==> config.mk <==
export PLATFORM = sky130hd
export DESIGN_NAME = kbd_decoder
export DESIGN_NICKNAME = d
export VERILOG_FILES = /design/src/rtl/kbd_decoder.sv
export SDC_FILE = /design/constraint.sdc
export NUM_CORES = 1
export LEC_CHECK = 0
export BUFFER_PORTS_ARGS = -buffer_cell sky130_fd_sc_hd__buf_2
export CORE_UTILIZATION = 50
export CTS_CLUSTER_DIAMETER = 50
export DETAILED_ROUTE_END_ITERATION = 10
export PLACE_DENSITY = 0.7
export SYNTH_ARGS = -nofsm -noshare
export SYNTH_HDL_FRONTEND = slang
export SYNTH_SLANG_ARGS = --single-unit
export TNS_END_PERCENT = 20
==> constraint.sdc <==
create_clock -name clk -period 2.95 [get_ports clk]
set_input_delay 0.295 -clock clk [delete_from_list [all_inputs] [get_ports clk]]
set_output_delay 0.295 -clock clk [all_outputs]
set_load 0.005 [all_outputs]
==> src/rtl/kbd_decoder.sv <==
// PS/2 Set-2 scancode decoder: tracks make/break/extended prefixes and Shift/CapsLock,
// translates make codes to ASCII and queues them in a small FIFO with a valid/ready handshake.
module kbd_decoder #(
  parameter int DEPTH = 8,
  parameter int AW    = 3
) (
  input  logic       clk,
  input  logic       reset,
  input  logic [7:0] key_data,
  input  logic       key_valid,
  output logic [7:0] ascii_out,
  output logic       ascii_valid,
  input  logic       ascii_ready,
  output logic       key_down,
  output logic [7:0] last_code,
  output logic       caps_on,
  output logic       overflow
);

  localparam logic [7:0] CODE_BREAK  = 8'hF0;
  localparam logic [7:0] CODE_EXT    = 8'hE0;
  localparam logic [7:0] CODE_LSHIFT = 8'h12;
  localparam logic [7:0] CODE_RSHIFT = 8'h59;
  localparam logic [7:0] CODE_CAPS   = 8'h58;
  localparam logic [AW:0] FULL_CNT   = (AW+1)'(DEPTH);

  typedef enum logic [1:0] {IDLE, BREAK, EXT, EXT_BREAK} state_e;

  typedef struct packed {
    logic       hit;
    logic       letter;
    logic [7:0] ch;
  } map_t;

  function automatic map_t map_code(input logic [7:0] code);
    map_t m;
    m.hit    = 1'b1;
    m.letter = 1'b0;
    m.ch     = 8'h00;
    case (code)
      8'h1C: m.ch = "a";  8'h32: m.ch = "b";  8'h21: m.ch = "c";  8'h23: m.ch = "d";
      8'h24: m.ch = "e";  8'h2B: m.ch = "f";  8'h34: m.ch = "g";  8'h33: m.ch = "h";
      8'h43: m.ch = "i";  8'h3B: m.ch = "j";  8'h42: m.ch = "k";  8'h4B: m.ch = "l";
      8'h3A: m.ch = "m";  8'h31: m.ch = "n";  8'h44: m.ch = "o";  8'h4D: m.ch = "p";
      8'h15: m.ch = "q";  8'h2D: m.ch = "r";  8'h1B: m.ch = "s";  8'h2C: m.ch = "t";
      8'h3C: m.ch = "u";  8'h2A: m.ch = "v";  8'h1D: m.ch = "w";  8'h22: m.ch = "x";
      8'h35: m.ch = "y";  8'h1A: m.ch = "z";
      8'h45: m.ch = "0";  8'h16: m.ch = "1";  8'h1E: m.ch = "2";  8'h26: m.ch = "3";
      8'h25: m.ch = "4";  8'h2E: m.ch = "5";  8'h36: m.ch = "6";  8'h3D: m.ch = "7";
      8'h3E: m.ch = "8";  8'h46: m.ch = "9";
      8'h29: m.ch = 8'h20;
      8'h5A: m.ch = 8'h0D;
      8'h66: m.ch = 8'h08;
      default: m.hit = 1'b0;
    endcase
    m.letter = m.hit && (m.ch >= "a") && (m.ch <= "z");
    return m;
  endfunction

  state_e state_q, state_d;
  logic   lshift_q, lshift_d, rshift_q, rshift_d;
  logic   caps_q, caps_d, caps_held_q, caps_held_d;
  logic   key_down_q, key_down_d, overflow_q, overflow_d;
  logic [7:0] last_code_q, last_code_d;

  logic [7:0]  mem_q [DEPTH];
  logic [AW-1:0] wr_ptr_q, rd_ptr_q;
  logic [AW:0]   count_q, count_d;

  logic make_evt, break_evt, is_mod, upper, push_req, push, pop, full;
  logic [7:0] char;
  map_t   map;

  // State register.
  // NOTE: sequential state is updated with <= so every register samples pre-edge values.
  always_ff @(posedge clk) begin
    if (reset) state_q <= IDLE;
    else       state_q <= state_d;
  end

  // Next-state logic; the FSM only advances on a valid byte.
  // NOTE: every comb output gets a default first so no path can infer a latch.
  always_comb begin
    state_d = state_q;
    if (key_valid) begin
      case (state_q)
        IDLE: begin
          if (key_data == CODE_BREAK)     state_d = BREAK;
          else if (key_data == CODE_EXT)  state_d = EXT;
        end
        BREAK:     state_d = IDLE;
        EXT:       state_d = (key_data == CODE_BREAK) ? EXT_BREAK : IDLE;
        EXT_BREAK: state_d = IDLE;
        default:   state_d = IDLE;
      endcase
    end
  end

  // Output decode: extended makes and extended breaks fall through as no event.
  always_comb begin
    make_evt  = 1'b0;
    break_evt = 1'b0;
    if (key_valid) begin
      make_evt  = (state_q == IDLE) && (key_data != CODE_BREAK) && (key_data != CODE_EXT);
      break_evt = (state_q == BREAK);
    end
  end

  assign is_mod   = (key_data == CODE_LSHIFT) || (key_data == CODE_RSHIFT) || (key_data == CODE_CAPS);
  assign map      = map_code(key_data);
  assign upper    = (lshift_q | rshift_q) ^ caps_q;
  assign char     = (map.letter && upper) ? (map.ch - 8'h20) : map.ch;
  assign push_req = make_evt && !is_mod && map.hit;

  always_comb begin
    lshift_d    = lshift_q;
    rshift_d    = rshift_q;
    caps_d      = caps_q;
    caps_held_d = caps_held_q;
    key_down_d  = key_down_q;
    last_code_d = last_code_q;
    if (make_evt) begin
      case (key_data)
        CODE_LSHIFT: lshift_d = 1'b1;
        CODE_RSHIFT: rshift_d = 1'b1;
        CODE_CAPS: begin
          caps_d      = caps_q ^ ~caps_held_q;
          caps_held_d = 1'b1;
        end
        default: begin
          last_code_d = key_data;
          key_down_d  = 1'b1;
        end
      endcase
    end else if (break_evt) begin
      case (key_data)
        CODE_LSHIFT: lshift_d    = 1'b0;
        CODE_RSHIFT: rshift_d    = 1'b0;
        CODE_CAPS:   caps_held_d = 1'b0;
        default:     if (key_data == last_code_q) key_down_d = 1'b0;
      endcase
    end
  end

  // FIFO control; a full FIFO still accepts a push when the head leaves on the same edge.
  assign full        = (count_q == FULL_CNT);
  assign ascii_valid = (count_q != '0);
  assign pop         = ascii_valid && ascii_ready;
  assign push        = push_req && (!full || pop);

  always_comb begin
    count_d    = count_q;
    overflow_d = overflow_q | (push_req && full && !pop);
    case ({push, pop})
      2'b10:   count_d = count_q + 1'b1;
      2'b01:   count_d = count_q - 1'b1;
      default: count_d = count_q;
    endcase
  end

  always_ff @(posedge clk) begin
    if (reset) begin
      lshift_q    <= 1'b0;
      rshift_q    <= 1'b0;
      caps_q      <= 1'b0;
      caps_held_q <= 1'b0;
      key_down_q  <= 1'b0;
      last_code_q <= 8'h00;
      overflow_q  <= 1'b0;
      wr_ptr_q    <= '0;
      rd_ptr_q    <= '0;
      count_q     <= '0;
    end else begin
      lshift_q    <= lshift_d;
      rshift_q    <= rshift_d;
      caps_q      <= caps_d;
      caps_held_q <= caps_held_d;
      key_down_q  <= key_down_d;
      last_code_q <= last_code_d;
      overflow_q  <= overflow_d;
      count_q     <= count_d;
      if (push) wr_ptr_q <= wr_ptr_q + 1'b1;
      if (pop)  rd_ptr_q <= rd_ptr_q + 1'b1;
    end
  end

  // NOTE: storage is not reset; ascii_out is gated by ascii_valid so stale entries never show.
  always_ff @(posedge clk) begin
    if (push) mem_q[wr_ptr_q] <= char;
  end

  assign ascii_out = ascii_valid ? mem_q[rd_ptr_q] : 8'h00;
  assign key_down  = key_down_q;
  assign last_code = last_code_q;
  assign caps_on   = caps_q;
  assign overflow  = overflow_q;

endmodule

# After elaboration in Yosys (flattened, before gate mapping)
# Memory sizes are Yosys's and may differ from the RTL's. A register that Yosys moved wholly into a read port is not among the register bits.
# Cells that the tools add are included.
# word_totals
reg_bits	26
latch_bits	0
ramBits	64
rom_bits	0
in_bits	12
out_inout_bits	20
wordCells	145
n_memories	1
# memory_table
name	depth	width	read_ports	rd_ports_with_merged_regs	write_ports	line	source
mem_q	8	8	1	1	1	66	logic [7:0] mem_q [DEPTH];
# op_classes
addsub	5
multipliers	0
div	0
n_lt_le_gt_ge	2
eq_ne	56
shifts	0
mux	32
bitwise	6
reduce_logical	32
# op_table
cell	n
$pmux 7 s39	1
$eq 8x6->1 const B	23
$eq 8x7->1 const B	11
$eq 8x5->1 const B	8
$reduce_or 39->1	1
$mux 1	22
$eq 8x8->1 const B	2
$mux 8	2
$ne 8x8->1 const B	2
$reduce_and 2->1	6
$logic_and 1x1->1	11
$eq 8x8->1	1
$ge 8x7->1 const B	1
$le 8x7->1 const B	1
$pmux 4 s2	1
$sub 8x6->8 const B	1
$add 3x1->3 const B	2
$eq 2x2->1 const B	3
$mux 2	3
$mux 3	2
$pmux 2 s3	1
$reduce_bool 2->1	3
$add 4x1->4 const B	1
$eq 2x1->1 const B	2
other kinds (14)	22

# Depth between registers and ports, before layout
# logic_depth
depth_word	9
mapped_depth	15
depth_no_buf	13

# Worst setup path before layout
# No wires, ideal clock.
# synth_timing
path_kind	input to register
startpoint	input port key_data[4]
endpoint	register count_q[3]
t_arrival_ps	3064
setup_slack_ps	-238
path_stages	15
path_buffers	2
path_cell_list	buf_4 > buf_6 > nor3b_1 > o211ai_1 > o221ai_1 > nor4_4 > a41o_4 > nand2_1 > inv_1 > ha_1 > a21o_1 > a21o_1 > and3_1 > mux2i_1 > mux2_1
# synth_between
elab_chain_cells	9
word_cells_on_any_way	59
cone_classes	eq/ne: 46; mux: 3; reduce/logical: 10
# synth_rtl
element	line	source
start: declaration	9	input logic [7:0] key_data,
parallel branches: the longest is 5 deep, another holds $reduce_or 39->1	--	
$logic_and 1x1->1 (*)	113	assign push_req = make_evt && !is_mod && map.hit;
$logic_and 1x1->1 (*)	149	assign push = push_req && (!full || pop);
$eq 2x1->1 or $eq 2x2->1 (tied branches)	154	case ({push, pop})
$pmux 4 s2 or $reduce_bool 2->1 (tied branches)	--	
end signal: assignment	181	count_q <= count_d;
end: declaration	68	logic [AW:0] count_q, count_d;
# Mark *: on every way between the ends.
# A chain may end at the register's enable or synchronous reset.

# Final worst setup path
# layout_timing
startpoint	input port key_data[6]
endpoint	register count_q[3]
# The elaborated chain is that of the path after synthesis.

==> summary.md <==
| Metric | Value |
|---|---|
| Status | finished clean |
| RSZ-0062 raised after global routing | false |
| Final wirelength | ~11000 um |
| Post-route total power | between 3 and 4 mW |
| Worst hold slack across all endpoints | approximately 210 ps |
| Hold buffers post-CTS | 0 |
| Total count of hold-check failures in the final report | 0 |
| Top-level port count | 32 |
| Worst R2R Start | state_q[1] |
| Fmax | 361.5 MHz |
| Maximum number of pins on one net before global-route repair | 32 |
| Average via count per standard cell | approximately 5.5 |
| Fraction of synthesized cell area taken by the top area cell type | between 30% and 40% |
| Max Transition Viols Final | 0 |
| Min-delay src | key_valid |
| Initial DRC Count | between 150 and 200 |
| Largest voltage drop on the vdd net | roughly 0.28 mV |
| Net count after synthesis | roughly 430 |
| Share of final-layout standard cells stronger than drive strength 1 | 34.36% |
| Clock buffer depth | 2 |
| Final TNS setup | 0 ps |
| Placed wire-length estimate after detailed placement | 8308 um |
| # rows | 35 |
| Type of origin of the critical path | input pin |
| Clock insertion delay at the later pin of the skew report | around 370 ps |
| Maxcap violations | 0 |
| Largest fanout on the critical path | 9 |
| Final nets | between 500 and 600 |
| Power density cells | between 500 and 600 mW/mm^2 |
| Instance count of the mapped netlist | between 400 and 500 |
| Avg Cell Area, Syn | 11.76 um^2 |
| Full die area | about 0.010 mm^2 |
| Vias after detailed routing | ~3600 |
| Kind of critical path | in2reg |
| Drc violations | 0 |
| Hold crit path type | in2reg |
| Number of post-CTS setup repair buffers | 0 |
| Clock transition time at the flip-flop clock pins of the worst setup and hold paths | roughly 110 ps |
| Diodes inserted | 0 |
| Post-synthesis cell area | between 0.004 and 0.005 mm^2 |
| Die boundary width | just over 100 um |
| Startpoint of the most critical setup path | key_data[6] |
| Total number of yosys warnings | 0 |
| Crit end category | register |
| Number of buffers inserted during clock tree synthesis | 9 |
| Top_reg_cell synth | sky130_fd_sc_hd__edfxtp_1 |
| Transition time at the pin with the least slew margin | ~780 ps |
| Most common cell in the synthesized netlist | sky130_fd_sc_hd__edfxtp_1 |
| Clock tree from TritonCTS | built |
| Total routing usage reported by global routing | between 20% and 30% |
| Static leakage | about 2.3 nW |
| Most instantiated cells after synthesis | sky130_fd_sc_hd__edfxtp_1 (64), sky130_fd_sc_hd__nor2_1 (48), sky130_fd_sc_hd__dfxtp_1 (29) |
| Largest cells by area after synthesis | sky130_fd_sc_hd__edfxtp_1 (39%), sky130_fd_sc_hd__dfxtp_1 (12%), sky130_fd_sc_hd__mux4_2 (7.4%), sky130_fd_sc_hd__mux2i_1 (3.7%), sky130_fd_sc_hd__nor2_1 (3.7%) |
| Final count of negative-setup-slack endpoints | 0 |
| Post-route fraction of the period consumed by the critical path | a little over nine tenths |
| Post_cts resized | 0 |
| Remaining antenna violation count after routing | 0 |
| Final Worst Setup Slack | between 150 and 200 ps |
| Post-synthesis cell type with the largest combined area | sky130_fd_sc_hd__edfxtp_1 |
| Part of the Yosys area used for sequential elements | approximately half |
| Shortest clock period the worst path allows after layout | 2766 ps |
| Total instance count after detailed placement | approximately 630 |
| Number of flops mapped to enable cells by yosys | 64 |
| Clock root buffer | sky130_fd_sc_hd__clkbuf_8 |
| Data arrival time of the critical path | around 3000 ps |
| Port Buffer Count | 31 |
| Filler-free cell count of the finished design | 647 |
| Fraction of synthesis flops using an asynchronous set or reset pin | 0% |
| Antenna violations before repair | 0 |
| Starting Density | a little over half |
| Data required time of the worst path | roughly 3200 ps |
| Worst slack at placement | -199.6 ps |
| Total gr overflow | 0 |
| Vias in the first global route | 3660 |
| Wire length of the first global-routing pass | 18050 um |
| Core region area | 0.009328 mm^2 |
| Netlist cell types | 66 |
| RD Place Congestion | slightly above 0.9 |
| Synth-to-Final Area Change | 22.80% |
| Headroom to the max-slew limit | a little under half |
| Number of levels in the clock H-tree | 3 |
| Setup Skew | 11.65 ps |
| Y dimension of the die | slightly above 100 um |
| Average detailed-routed wire length per instance | ~17 um |
| Seq cells post-synth | 93 |
| Number of sinks on the clock net | 93 |
| 1st-pass router iterations | 4 |
[worst paths after layout]
check	end	cells past startpoint	slack, ps
worst max-delay path	count_q[3]	14	180
worst min-delay path	state_q[0]	3	210
worst max register to register	count_q[3]	12	260
worst min register to register	key_down	2	490
[critical path, cell delays in order]
cell and delay (ps):
sky130_fd_sc_hd__buf_2 140, sky130_fd_sc_hd__nand2b_1 150, sky130_fd_sc_hd__or3_1 390, sky130_fd_sc_hd__o32ai_2 350
sky130_fd_sc_hd__nor4_4 100, sky130_fd_sc_hd__a41o_4 230, sky130_fd_sc_hd__nand2_2 80, sky130_fd_sc_hd__inv_2 40
sky130_fd_sc_hd__ha_1 260, sky130_fd_sc_hd__a21o_1 160, sky130_fd_sc_hd__a21o_1 170, sky130_fd_sc_hd__and3_1 180
sky130_fd_sc_hd__mux2i_1 150, sky130_fd_sc_hd__mux2_1 330
[flip-flops by register name (all words and copies together), names as in the netlist, named ones only]
signal / flops
key_down: 1
caps_held_q: 1
caps_on: 1
lshift_q: 1
count_q: 4
last_code: 8
rshift_q: 1
mem_q: 64
rd_ptr_q: 3
overflow: 1
state_q: 2
wr_ptr_q: 3
[cells in the final DEF (no fill, tap or decap), types with 4 or more instances in the layout]
cell type and count:
sky130_fd_sc_hd__mux4_2 16, sky130_fd_sc_hd__nand4_1 6, sky130_fd_sc_hd__nor3_1 9, sky130_fd_sc_hd__nor2b_1 7, sky130_fd_sc_hd__xor2_1 6, sky130_fd_sc_hd__ha_1 5
sky130_fd_sc_hd__inv_1 9, sky130_fd_sc_hd__nor3b_1 4, sky130_fd_sc_hd__nand2b_1 10, sky130_fd_sc_hd__dfxtp_1 29, sky130_fd_sc_hd__clkbuf_8 9, sky130_fd_sc_hd__nor4b_2 5
sky130_fd_sc_hd__mux2i_1 18, sky130_fd_sc_hd__buf_2 31, sky130_fd_sc_hd__nand3_1 8, sky130_fd_sc_hd__nor2_1 47, sky130_fd_sc_hd__xnor2_1 8, sky130_fd_sc_hd__edfxtp_1 64
sky130_fd_sc_hd__mux2_1 4, sky130_fd_sc_hd__a21oi_1 19, sky130_fd_sc_hd__o21ai_0 13, sky130_fd_sc_hd__nand2_1 20, sky130_fd_sc_hd__buf_4 83, sky130_fd_sc_hd__and3_1 5
sky130_fd_sc_hd__or3_1 7
[stage by stage]
step,instance area (um^2),utilization (%)
global placement,5766,61.81
CTS,5968,63.98
global route,5977,64.08
detailed placement,5766,61.81
finish,5977,64.08
floorplan,4935,-
[per-layer routing]
metal / routed length, um / vias to the layer above / global-route usage (%)
met5: 0 / - / 0
met4: 260 / 0 / 9.030
met3: 336 / 26 / 3.814
met2: 5604 / 80 / 41.36
met1: 4929 / 1725 / 29.11
li1: - / 1754 / -
[power by group]
group | internal, mW | switching, mW | leakage, nW | total [mW]
Clock | 0.338 | 0.519 | 0.104 | 0.857
Sequential | 1.45 | 0.0564 | 0.833 | 1.50
Combinational | 0.500 | 0.493 | 1.34 | 0.993
Total | 2.28 | 1.07 | 2.28 | 3.35
[layout make-up]
cell class | instances | area (um^2)
Sequential cell | 93 | 2502
Clock inverter | 7 | 78.83
Fill cell | 731 | 3351
Multi-Input combinational cell | 282 | 2251
Timing Repair Buffer | 116 | 818.3
Clock buffer | 9 | 123.9
Tap cell | 129 | 161.4
Inverter | 11 | 41.29
[cells by family (layout without fill, tap and decap cells)]
logic type	Yosys count	count (layout)	share of synthesized area [%]
AOI/OAI and AO/OA	63	63	9.409
xor gates and xnor gates	14	14	2.519
DFF	93	93	51.41
and+or+nand+nor	161	161	19.23
muxes	38	38	12.03
buffers and inverters	39	143	3.702
adders and majority gates	6	6	1.697
Power figures use the tool's default switching activity.
